[src/rtl/pwm_deadtime_gen_if.sv]
// Control and drive bundle for one complementary PWM channel.
// The master side (register block / comparator) drives the controls;
// the slave side (the dead-time stage) returns the gate drives and status.
interface pwm_deadtime_gen_if #(
  parameter int DT_WIDTH   = 16,
  parameter int SCNT_WIDTH = 8
);
  logic                  enable;
  logic                  pwm_in;
  logic [DT_WIDTH-1:0]   dt_rise;
  logic [DT_WIDTH-1:0]   dt_fall;
  logic                  brk;
  logic                  brk_clr;
  logic                  out_hi;
  logic                  out_lo;
  logic                  dt_active;
  logic                  brk_flag;
  logic [SCNT_WIDTH-1:0] short_cnt;

  modport master (
    output enable, pwm_in, dt_rise, dt_fall, brk, brk_clr,
    input  out_hi, out_lo, dt_active, brk_flag, short_cnt
  );

  modport slave (
    input  enable, pwm_in, dt_rise, dt_fall, brk, brk_clr,
    output out_hi, out_lo, dt_active, brk_flag, short_cnt
  );
endinterface

[src/rtl/pwm_deadtime_gen.sv]
// Complementary gate-drive stage with programmable dead time, latched
// emergency break and a saturating counter of absorbed short pulses.
//
// state   | meaning
// --------+----------------------------------------------------------
// IDLE    | disabled, broken or just started; both drives low
// LO_ON   | low-side drive on
// DT_RISE | dead time before high side turns on; both drives low
// HI_ON   | high-side drive on
// DT_FALL | dead time before low side turns on; both drives low
module pwm_deadtime_gen #(
  parameter int DT_WIDTH   = 16,
  parameter int SCNT_WIDTH = 8
) (
  input logic               clk,
  input logic               rst_n,
  pwm_deadtime_gen_if.slave bus
);

  typedef enum logic [2:0] {
    IDLE    = 3'd0,
    LO_ON   = 3'd1,
    DT_RISE = 3'd2,
    HI_ON   = 3'd3,
    DT_FALL = 3'd4
  } state_e;

  state_e                state_q, state_d;
  logic [DT_WIDTH-1:0]   cnt_q, cnt_d;
  logic                  out_hi_q, out_hi_d;
  logic                  out_lo_q, out_lo_d;
  logic                  dt_active_q, dt_active_d;
  logic                  brk_flag_q, brk_flag_d;
  logic [SCNT_WIDTH-1:0] short_cnt_q, short_cnt_d;
  logic                  short_hit;
  logic                  cnt_done;

  // A dead-time count of 0 or 1 both end on the next edge, so 0 behaves as 1.
  assign cnt_done = (cnt_q <= DT_WIDTH'(1));

  // Next-state, dead-time counter and break-latch decisions.
  always_comb begin
    state_d    = state_q;
    cnt_d      = cnt_q;
    brk_flag_d = brk_flag_q;
    short_hit  = 1'b0;

    if (bus.brk) begin
      state_d    = IDLE;
      brk_flag_d = 1'b1;
    end else if (brk_flag_q || !bus.enable) begin
      state_d = IDLE;
      if (brk_flag_q && bus.brk_clr) begin
        brk_flag_d = 1'b0;
      end
    end else begin
      unique case (state_q)
        IDLE: begin
          // Leaving IDLE always goes through a dead time first.
          if (bus.pwm_in) begin
            state_d = DT_RISE;
            cnt_d   = bus.dt_rise;
          end else begin
            state_d = DT_FALL;
            cnt_d   = bus.dt_fall;
          end
        end
        LO_ON: begin
          if (bus.pwm_in) begin
            state_d = DT_RISE;
            cnt_d   = bus.dt_rise;
          end
        end
        HI_ON: begin
          if (!bus.pwm_in) begin
            state_d = DT_FALL;
            cnt_d   = bus.dt_fall;
          end
        end
        DT_RISE: begin
          if (!bus.pwm_in) begin
            state_d   = LO_ON;
            short_hit = 1'b1;
          end else if (cnt_done) begin
            state_d = HI_ON;
          end else begin
            cnt_d = cnt_q - DT_WIDTH'(1);
          end
        end
        DT_FALL: begin
          if (bus.pwm_in) begin
            state_d   = HI_ON;
            short_hit = 1'b1;
          end else if (cnt_done) begin
            state_d = LO_ON;
          end else begin
            cnt_d = cnt_q - DT_WIDTH'(1);
          end
        end
        default: begin
          state_d = IDLE;
        end
      endcase
    end
  end

  // Drives and status are decoded from the next state so they register on
  // the same edge as the state itself.
  always_comb begin
    out_hi_d    = (state_d == HI_ON);
    out_lo_d    = (state_d == LO_ON);
    dt_active_d = (state_d == DT_RISE) || (state_d == DT_FALL);
    short_cnt_d = short_cnt_q;
    if (short_hit && (short_cnt_q != {SCNT_WIDTH{1'b1}})) begin
      short_cnt_d = short_cnt_q + SCNT_WIDTH'(1);
    end
  end

  // State, counter and registered outputs with synchronous active-low reset.
  always_ff @(posedge clk) begin
    if (!rst_n) begin
      state_q     <= IDLE;
      cnt_q       <= '0;
      out_hi_q    <= 1'b0;
      out_lo_q    <= 1'b0;
      dt_active_q <= 1'b0;
      brk_flag_q  <= 1'b0;
      short_cnt_q <= '0;
    end else begin
      state_q     <= state_d;
      cnt_q       <= cnt_d;
      out_hi_q    <= out_hi_d;
      out_lo_q    <= out_lo_d;
      dt_active_q <= dt_active_d;
      brk_flag_q  <= brk_flag_d;
      short_cnt_q <= short_cnt_d;
    end
  end

  assign bus.out_hi    = out_hi_q;
  assign bus.out_lo    = out_lo_q;
  assign bus.dt_active = dt_active_q;
  assign bus.brk_flag  = brk_flag_q;
  assign bus.short_cnt = short_cnt_q;

endmodule

[src/flat_wrapper.sv]
// flat-port wrapper written by rule: the top's interface ports become plain ports
module pwm_deadtime_gen_flat 
#(
  parameter int DT_WIDTH   = 16,
  parameter int SCNT_WIDTH = 8
)
  (clk, rst_n, bus_enable, bus_pwm_in, bus_dt_rise, bus_dt_fall, bus_brk, bus_brk_clr, bus_out_hi, bus_out_lo, bus_dt_active, bus_brk_flag, bus_short_cnt);
  pwm_deadtime_gen_if #(.DT_WIDTH(DT_WIDTH), .SCNT_WIDTH(SCNT_WIDTH)) bus_i ();
  input logic clk;
  input logic rst_n;
  input wire logic [$bits(bus_i.enable)-1:0] bus_enable;
  input wire logic [$bits(bus_i.pwm_in)-1:0] bus_pwm_in;
  input wire logic [$bits(bus_i.dt_rise)-1:0] bus_dt_rise;
  input wire logic [$bits(bus_i.dt_fall)-1:0] bus_dt_fall;
  input wire logic [$bits(bus_i.brk)-1:0] bus_brk;
  input wire logic [$bits(bus_i.brk_clr)-1:0] bus_brk_clr;
  output wire logic [$bits(bus_i.out_hi)-1:0] bus_out_hi;
  output wire logic [$bits(bus_i.out_lo)-1:0] bus_out_lo;
  output wire logic [$bits(bus_i.dt_active)-1:0] bus_dt_active;
  output wire logic [$bits(bus_i.brk_flag)-1:0] bus_brk_flag;
  output wire logic [$bits(bus_i.short_cnt)-1:0] bus_short_cnt;
  assign bus_i.enable = bus_enable;
  assign bus_i.pwm_in = bus_pwm_in;
  assign bus_i.dt_rise = bus_dt_rise;
  assign bus_i.dt_fall = bus_dt_fall;
  assign bus_i.brk = bus_brk;
  assign bus_i.brk_clr = bus_brk_clr;
  assign bus_out_hi = bus_i.out_hi;
  assign bus_out_lo = bus_i.out_lo;
  assign bus_dt_active = bus_i.dt_active;
  assign bus_brk_flag = bus_i.brk_flag;
  assign bus_short_cnt = bus_i.short_cnt;
  pwm_deadtime_gen #(.DT_WIDTH(DT_WIDTH), .SCNT_WIDTH(SCNT_WIDTH)) u_core (.clk(clk), .rst_n(rst_n), .bus(bus_i));
endmodule
[config.mk]
export PLATFORM = sky130hd
export DESIGN_NAME = pwm_deadtime_gen_flat
export DESIGN_NICKNAME = d
export VERILOG_FILES = /design/src/rtl/pwm_deadtime_gen_if.sv /design/src/rtl/pwm_deadtime_gen.sv /design/src/flat_wrapper.sv
export SDC_FILE = /design/constraint.sdc
export NUM_CORES = 1
export LEC_CHECK = 0
export ABC_CLOCK_PERIOD_IN_PS = 4100
export CAP_MARGIN = 30
export CORE_UTILIZATION = 54
export CTS_CLUSTER_DIAMETER = 200
export DETAILED_ROUTE_END_ITERATION = 10
export GPL_TIMING_DRIVEN = 1
export PLACE_DENSITY = 0.95
export SLEW_MARGIN = 20
export SYNTH_ARGS = -nofsm -noshare
export SYNTH_HDL_FRONTEND = slang
export SYNTH_SLANG_ARGS = --single-unit
[constraint.sdc]
create_clock -name clk -period 4.1 [get_ports clk]
set_clock_uncertainty 0.05 [all_clocks]
set_input_delay 0.82 -clock clk [delete_from_list [all_inputs] [get_ports clk]]
set_output_delay 0.82 -clock clk [all_outputs]
set_load 0.01 [all_outputs]
==> flow_summary.ini, run 1 <==
[status]
status = finished, final reports clean

[placement]
hpwlAfterDp_um = 3724
place.port_buffers = 49
finalWeightedCongestion = 0.8815

[clock_network]
clkTransAtPathRegs_ns = 0.07
clk_path_buf_depth = 2
htree_levels = 2
cts_tree = yes
ctsHoldBuffers = 0
cts_made_buffers = 5
ctsResizeCount = 0
cts_setup_buffers = 0
clk_latency_ns = 0.29
cts_root_buf = clkbuf_8
cts_sinks = 31

[finish]
multi_input_area_um2 = 1349
diodes = 0
syn_to_final_growth_pct = 30.04
layout-drive-gt1-share_pct = 5.611
final_nets = 343
nFillCells = 269
utilization_pct = 73.38
regArea_um2 = 620.6

[timing]
rsz0062_at_grt = no
setup_viol = 0
slew_headroom_pct = 38.16
worstMarginPinSlew_ns = 0.9242
post-route-period-util_pct = 73.38
hold_viol_final = 0
fin_crit_ns = 3.009
final_max_slew_viol_count = 0
setup-tns-final_ns = 0
fmax_mhz = 332.4

[logic_synthesis]
synthFlopType = dfxtp_1
syn_nets = 300
syn_area_per_cell_um2 = 7.976
yosysTopAreaCell = dfxtp_1
syn_inst = 259
synthesis.yosys.warnings = 0
synth_top_area_share_pct = 30.04
synth_edf_count = 0
yosysSeqAreaShare_pct = 30.04
netlist_area_um2 = 2066
synth.cells.most_frequent = dfxtp_1 (31), nand2_1 (31), mux2i_1 (18)
async_reset_ff_share_pct = 0
ys_types = 49
synth_seq_cells = 31
synth_area_leaders = dfxtp_1 (30%), mux2i_1 (8.7%), nand2_1 (5.6%)

[drt]
via_per_inst = 5.923
drt-total-wl_um = 5272
drt_first_iter_violations = 204
postRouteAntennaNets = 0
firstDrtPassIters = 4
wl_per_cell_um = 15.02
vias = 2079
drc = 0

[setup_path]
worstPathRequired_ns = 4.24
worst-setup-path-type = in -> reg
end_kind = flip-flop
cp-start-kind = input port
max_stage_delay_ns = 0.82
path_cells = clkdlybuf4s50_1 > and3b_1 > o2111ai_1 > a31oi_1 > nand4_1 > xnor2_1 > and2_1
crit_buf_inv = 1
rr_worst_depth = 8
r2r-end = u_core.cnt_q[4]
reg2reg_from = u_core.state_q[2]
cp.arrival_ns = 3.14
cp_slowest_cell = clkdlybuf4s50_1
ff2ff_setup_slack_ns = 1.52
crit_family = buffers and inverters
cp_max_fo = 14

[power_and_ir_drop]
power.total_mw = 0.8376
vdd_drop_max_v = 0.0003135
p_leak_nw = 1.037
p_per_area_nw_per_um2 = 311.8

[min_path]
hp-class = reg -> reg
whs_endpoint = u_core.cnt_q[6]
hold_start = u_core.cnt_q[6]
hold_path_depth = 2

[grt]
antenna_found_initial = 0
grt_pass1_wl_um = 8949
grt_max_degree = 25
grt_pass1_vias = 1931
grtUsageTotal_pct = 28.23
overflow = 0

[die]
die_w_um = 63.85
coreArea_um2 = 3661
die_area_um2 = 4077
rows = 22
ios = 50
initial_core_util_pct = 56.43
die-height_um = 63.85

[job]
max-cap-violations = 0
## cells in the final DEF, fill, tap and decap left out, drive strengths merged, types with 4 or more instances in the layout
master / n
clkdlybuf4s50: 49
a211oi: 4
nand4: 5
and3: 5
a21oi: 6
mux2i: 18
inv: 7
dfxtp: 31
and2: 7
xnor2: 9
nor4: 4
clkbuf: 6
nand2: 32
nor3: 7
o21a: 6
o21ai: 19
nor2: 18
xor2: 5
nand3: 7
or4: 4
o22ai: 9
## cell families (layout without fill, tap and decap cells)
| kind of cell | after synthesis | after routing | synth area share, % |
|---|---|---|---|
| and+or+nand+nor | 104 | 104 | 27.50 |
| adders and majority gates | 3 | 3 | 1.817 |
| muxes | 18 | 18 | 8.722 |
| DFF | 31 | 31 | 30.04 |
| AOI/OAI and AO/OA | 66 | 66 | 21.32 |
| xor gates and xnor gates | 14 | 14 | 5.936 |
| buffers and inverters | 23 | 67 | 4.664 |
## where the power goes
part	total, mW	switching, mW	leakage [nW]	internal, mW
clock	0.317	0.120	0.0612	0.197
sequential	0.327	0.0148	0.252	0.312
combinational	0.194	0.100	0.724	0.0942
total	0.838	0.235	1.04	0.603
## worst register-to-register path, cell delays in order (launching register included)
cell and delay (ns):
dfxtp_1 0.73, nor3b_1 0.58, o21ai_1 0.15, o311ai_1 0.25
nor2_2 0.04, buf_4 0.23, nand2_2 0.15, inv_2 0.07
a32o_1 0.21
## layout make-up
class	instances	area share [%]
inverter	7	0.9781
sequential	31	23.10
tap	48	2.236
timing repair buffer	52	19.10
clock inverter	2	1.304
multi-input combinational	205	50.21
clock buffer	6	3.074
## flip-flops by register name, summed over array words and instances, names as in the netlist
name / flops
u_core.cnt_q: 16
u_core.bus.short_cnt: 8
u_core.state_q: 3
u_core.bus.brk_flag: 1
u_core.bus.dt_active: 1
u_core.bus.out_hi: 1
u_core.bus.out_lo: 1
## worst max path at each step
stage / startpoint / endpoint / slack [ns] / cells after the start
after floorplan: bus_pwm_in / u_core.cnt_q[15] / 1.91 / 6
after global placement: bus_pwm_in / u_core.bus.short_cnt[5] / 0.89 / 7
after detailed placement: bus_pwm_in / u_core.bus.short_cnt[5] / 0.80 / 7
after CTS: bus_pwm_in / u_core.bus.short_cnt[5] / 1.10 / 7
after global routing: bus_pwm_in / u_core.bus.short_cnt[7] / 0.91 / 7
final: bus_pwm_in / u_core.bus.short_cnt[7] / 1.09 / 7
## per-layer routing
layer	GRT usage (%)	wire [µm]
met3	6.429	313
met2	46.94	2622
met5	0	0
met1	34.84	2247
met4	11.65	89
## through the flow
stage / setup slack, ns / area [µm²] / hold slack (ns) / instances
floorplan: 1.905 / 2066 / 0.3944 / 259
global placement: 0.8925 / 2569 / 0.4180 / 343
detailed placement: 0.8026 / 2569 / 0.4238 / 343
CTS: 1.101 / 2686 / 0.4384 / 351
global route: 0.9143 / 2686 / 0.4709 / 351
finish: 1.091 / 2686 / 0.4419 / 351
(Power assumes the default switching activity.)
==> run 2, diff against run 1 <==
- ABC_CLOCK_PERIOD_IN_PS: 4100 -> 2800
- CORE_UTILIZATION: 54 -> 50
- PLACE_DENSITY: 0.95 -> 0.9
- clock period: 4.1 -> 2.8 ns (I/O delays scaled with it)
==> flow_summary.ini, run 2 (same netlist as run 1, synthesis figures left out) <==
[min_path]
hold_start = u_core.cnt_q[6]
hp-class = reg -> reg

[die]
coreArea_um2 = 3799
die_w_um = 66.28
rows = 22
die-height_um = 66.28
initial_core_util_pct = 54.38
ios = 50
die_area_um2 = 4392

[finish]
mostFrequentLayoutCells = clkdlybuf4s50_1 (49), nand2_1 (31), dfxtp_1 (31)
final_nets = 354
nFillCells = 323
fin_cells = 362
syn_to_final_growth_pct = 33.01
largest_reg_flops = 16
regMostFlops = u_core.cnt_q
final_common_cell = clkdlybuf4s50_1
utilization_pct = 72.33
diodes = 0
layout-drive-gt1-share_pct = 8.917

[clock_network]
cts_made_buffers = 5
htree_levels = 2
clk_latency_ns = 0.30
cts_setup_buffers = 0
clkTransAtPathRegs_ns = 0.07
ctsHoldBuffers = 0
ctsResizeCount = 0
cts_root_buf = clkbuf_8
cts_sinks = 31
cts_tree = yes
clk_path_buf_depth = 2

[drt]
drt-total-wl_um = 5444
vias = 2141
drc = 0
drt_first_iter_violations = 228
firstDrtPassIters = 4
wl_per_cell_um = 15.04
postRouteAntennaNets = 0
via_per_inst = 5.914

[timing]
worstMarginPinSlew_ns = 0.8383
hold_viol_final = 0
setup-tns-final_ns = 0
whs_ns = 0.4440
slew_headroom_pct = 43.60
fin_crit_ns = 2.464
fmax_mhz = 405.8
post-route-period-util_pct = 88.01
setup_viol = 0
final_max_slew_viol_count = 0
rsz0062_at_grt = no

[power_and_ir_drop]
vdd_drop_max_v = 0.0003054
power.total_mw = 1.124
pwr-share-comb_pct = 26.6
p_leak_nw = 1.084
power_frac_seq_pct = 42.4
p_per_area_nw_per_um2 = 409.1
power.switching_mw = 0.3499
clockPowerShare_pct = 31.0
internal_power_mw = 0.7743
swShare_pct = 31.12

[placement]
place.port_buffers = 49
place_inst = 354
finalWeightedCongestion = 0.9045
hpwlAfterDp_um = 4001

[setup_path]
critical_path.startpoint = u_core.cnt_q[7]
worstPathRequired_ns = 2.95
cp.arrival_ns = 2.61
cp-start-kind = flip-flop
worst-setup-path-type = reg -> reg
cp_max_fo = 8
reg2reg_from = u_core.cnt_q[7]
end_kind = flip-flop

[status]
status = finished, final reports clean

[grt]
grt_pass1_wl_um = 8970
grt_max_degree = 18
overflow = 0
grtUsageTotal_pct = 27.42
antenna_found_initial = 0
grt_pass1_vias = 2066

[job]
max-cap-violations = 0
[run 2: through the flow]
stage	instance area, µm²	worst slack (ns)
4_1_cts	2748	0.3442
3_3_place_gp	2664	0.2881
6_report	2748	0.3358
3_5_place_dp	2664	0.2091
2_1_floorplan	2066	0.6865
5_1_grt	2748	0.2218
[run 2: power by group through the flow]
stage               clock network (mW)  registers [mW]  logic (mW)
floorplan                            0           0.481       0.186
global placement                     0           0.485       0.286
detailed placement                   0           0.486       0.293
CTS                              0.353           0.476       0.295
global route                     0.370           0.479       0.326
finish                           0.348           0.477       0.299
[run 2: worst max-delay path, cell delays in order, from the launching register on]
cell and delay [ns]:
dfxtp_1 0.36, or4_4 0.60, nor4_4 0.29, nor4b_4 0.39, nor2_2 0.14, buf_4 0.19, and3_1 0.16, a31o_1 0.17
[run 2: path summary, 6_finish.rpt]
kind | end | slack [ns] | cells after the start
max | u_core.cnt_q[14] | 0.34 | 7
min | u_core.cnt_q[6] | 0.44 | 2
max reg2reg | u_core.cnt_q[14] | 0.34 | 7
min reg2reg | u_core.cnt_q[6] | 0.44 | 2
[run 2: cell type report]
type	count	area, µm²	area share (%)
Tap cell	48	60.06	2.186
Clock buffer	5	68.82	2.505
Inverter	7	26.28	0.9563
Multi-Input combinational cell	205	1349	49.09
Clock inverter	3	15.01	0.5464
Timing Repair Buffer	63	608.1	22.13
Sequential cell	31	620.6	22.59
[run 2: metal layers]
layer / wire [µm] / GRT usage, % / share of wire (%)
met4: 196 / 17.29 / 3.6
met3: 297 / 5.517 / 5.5
met1: 2342 / 31.25 / 43
met5: 0 / 0 / 0
met2: 2608 / 46.30 / 48
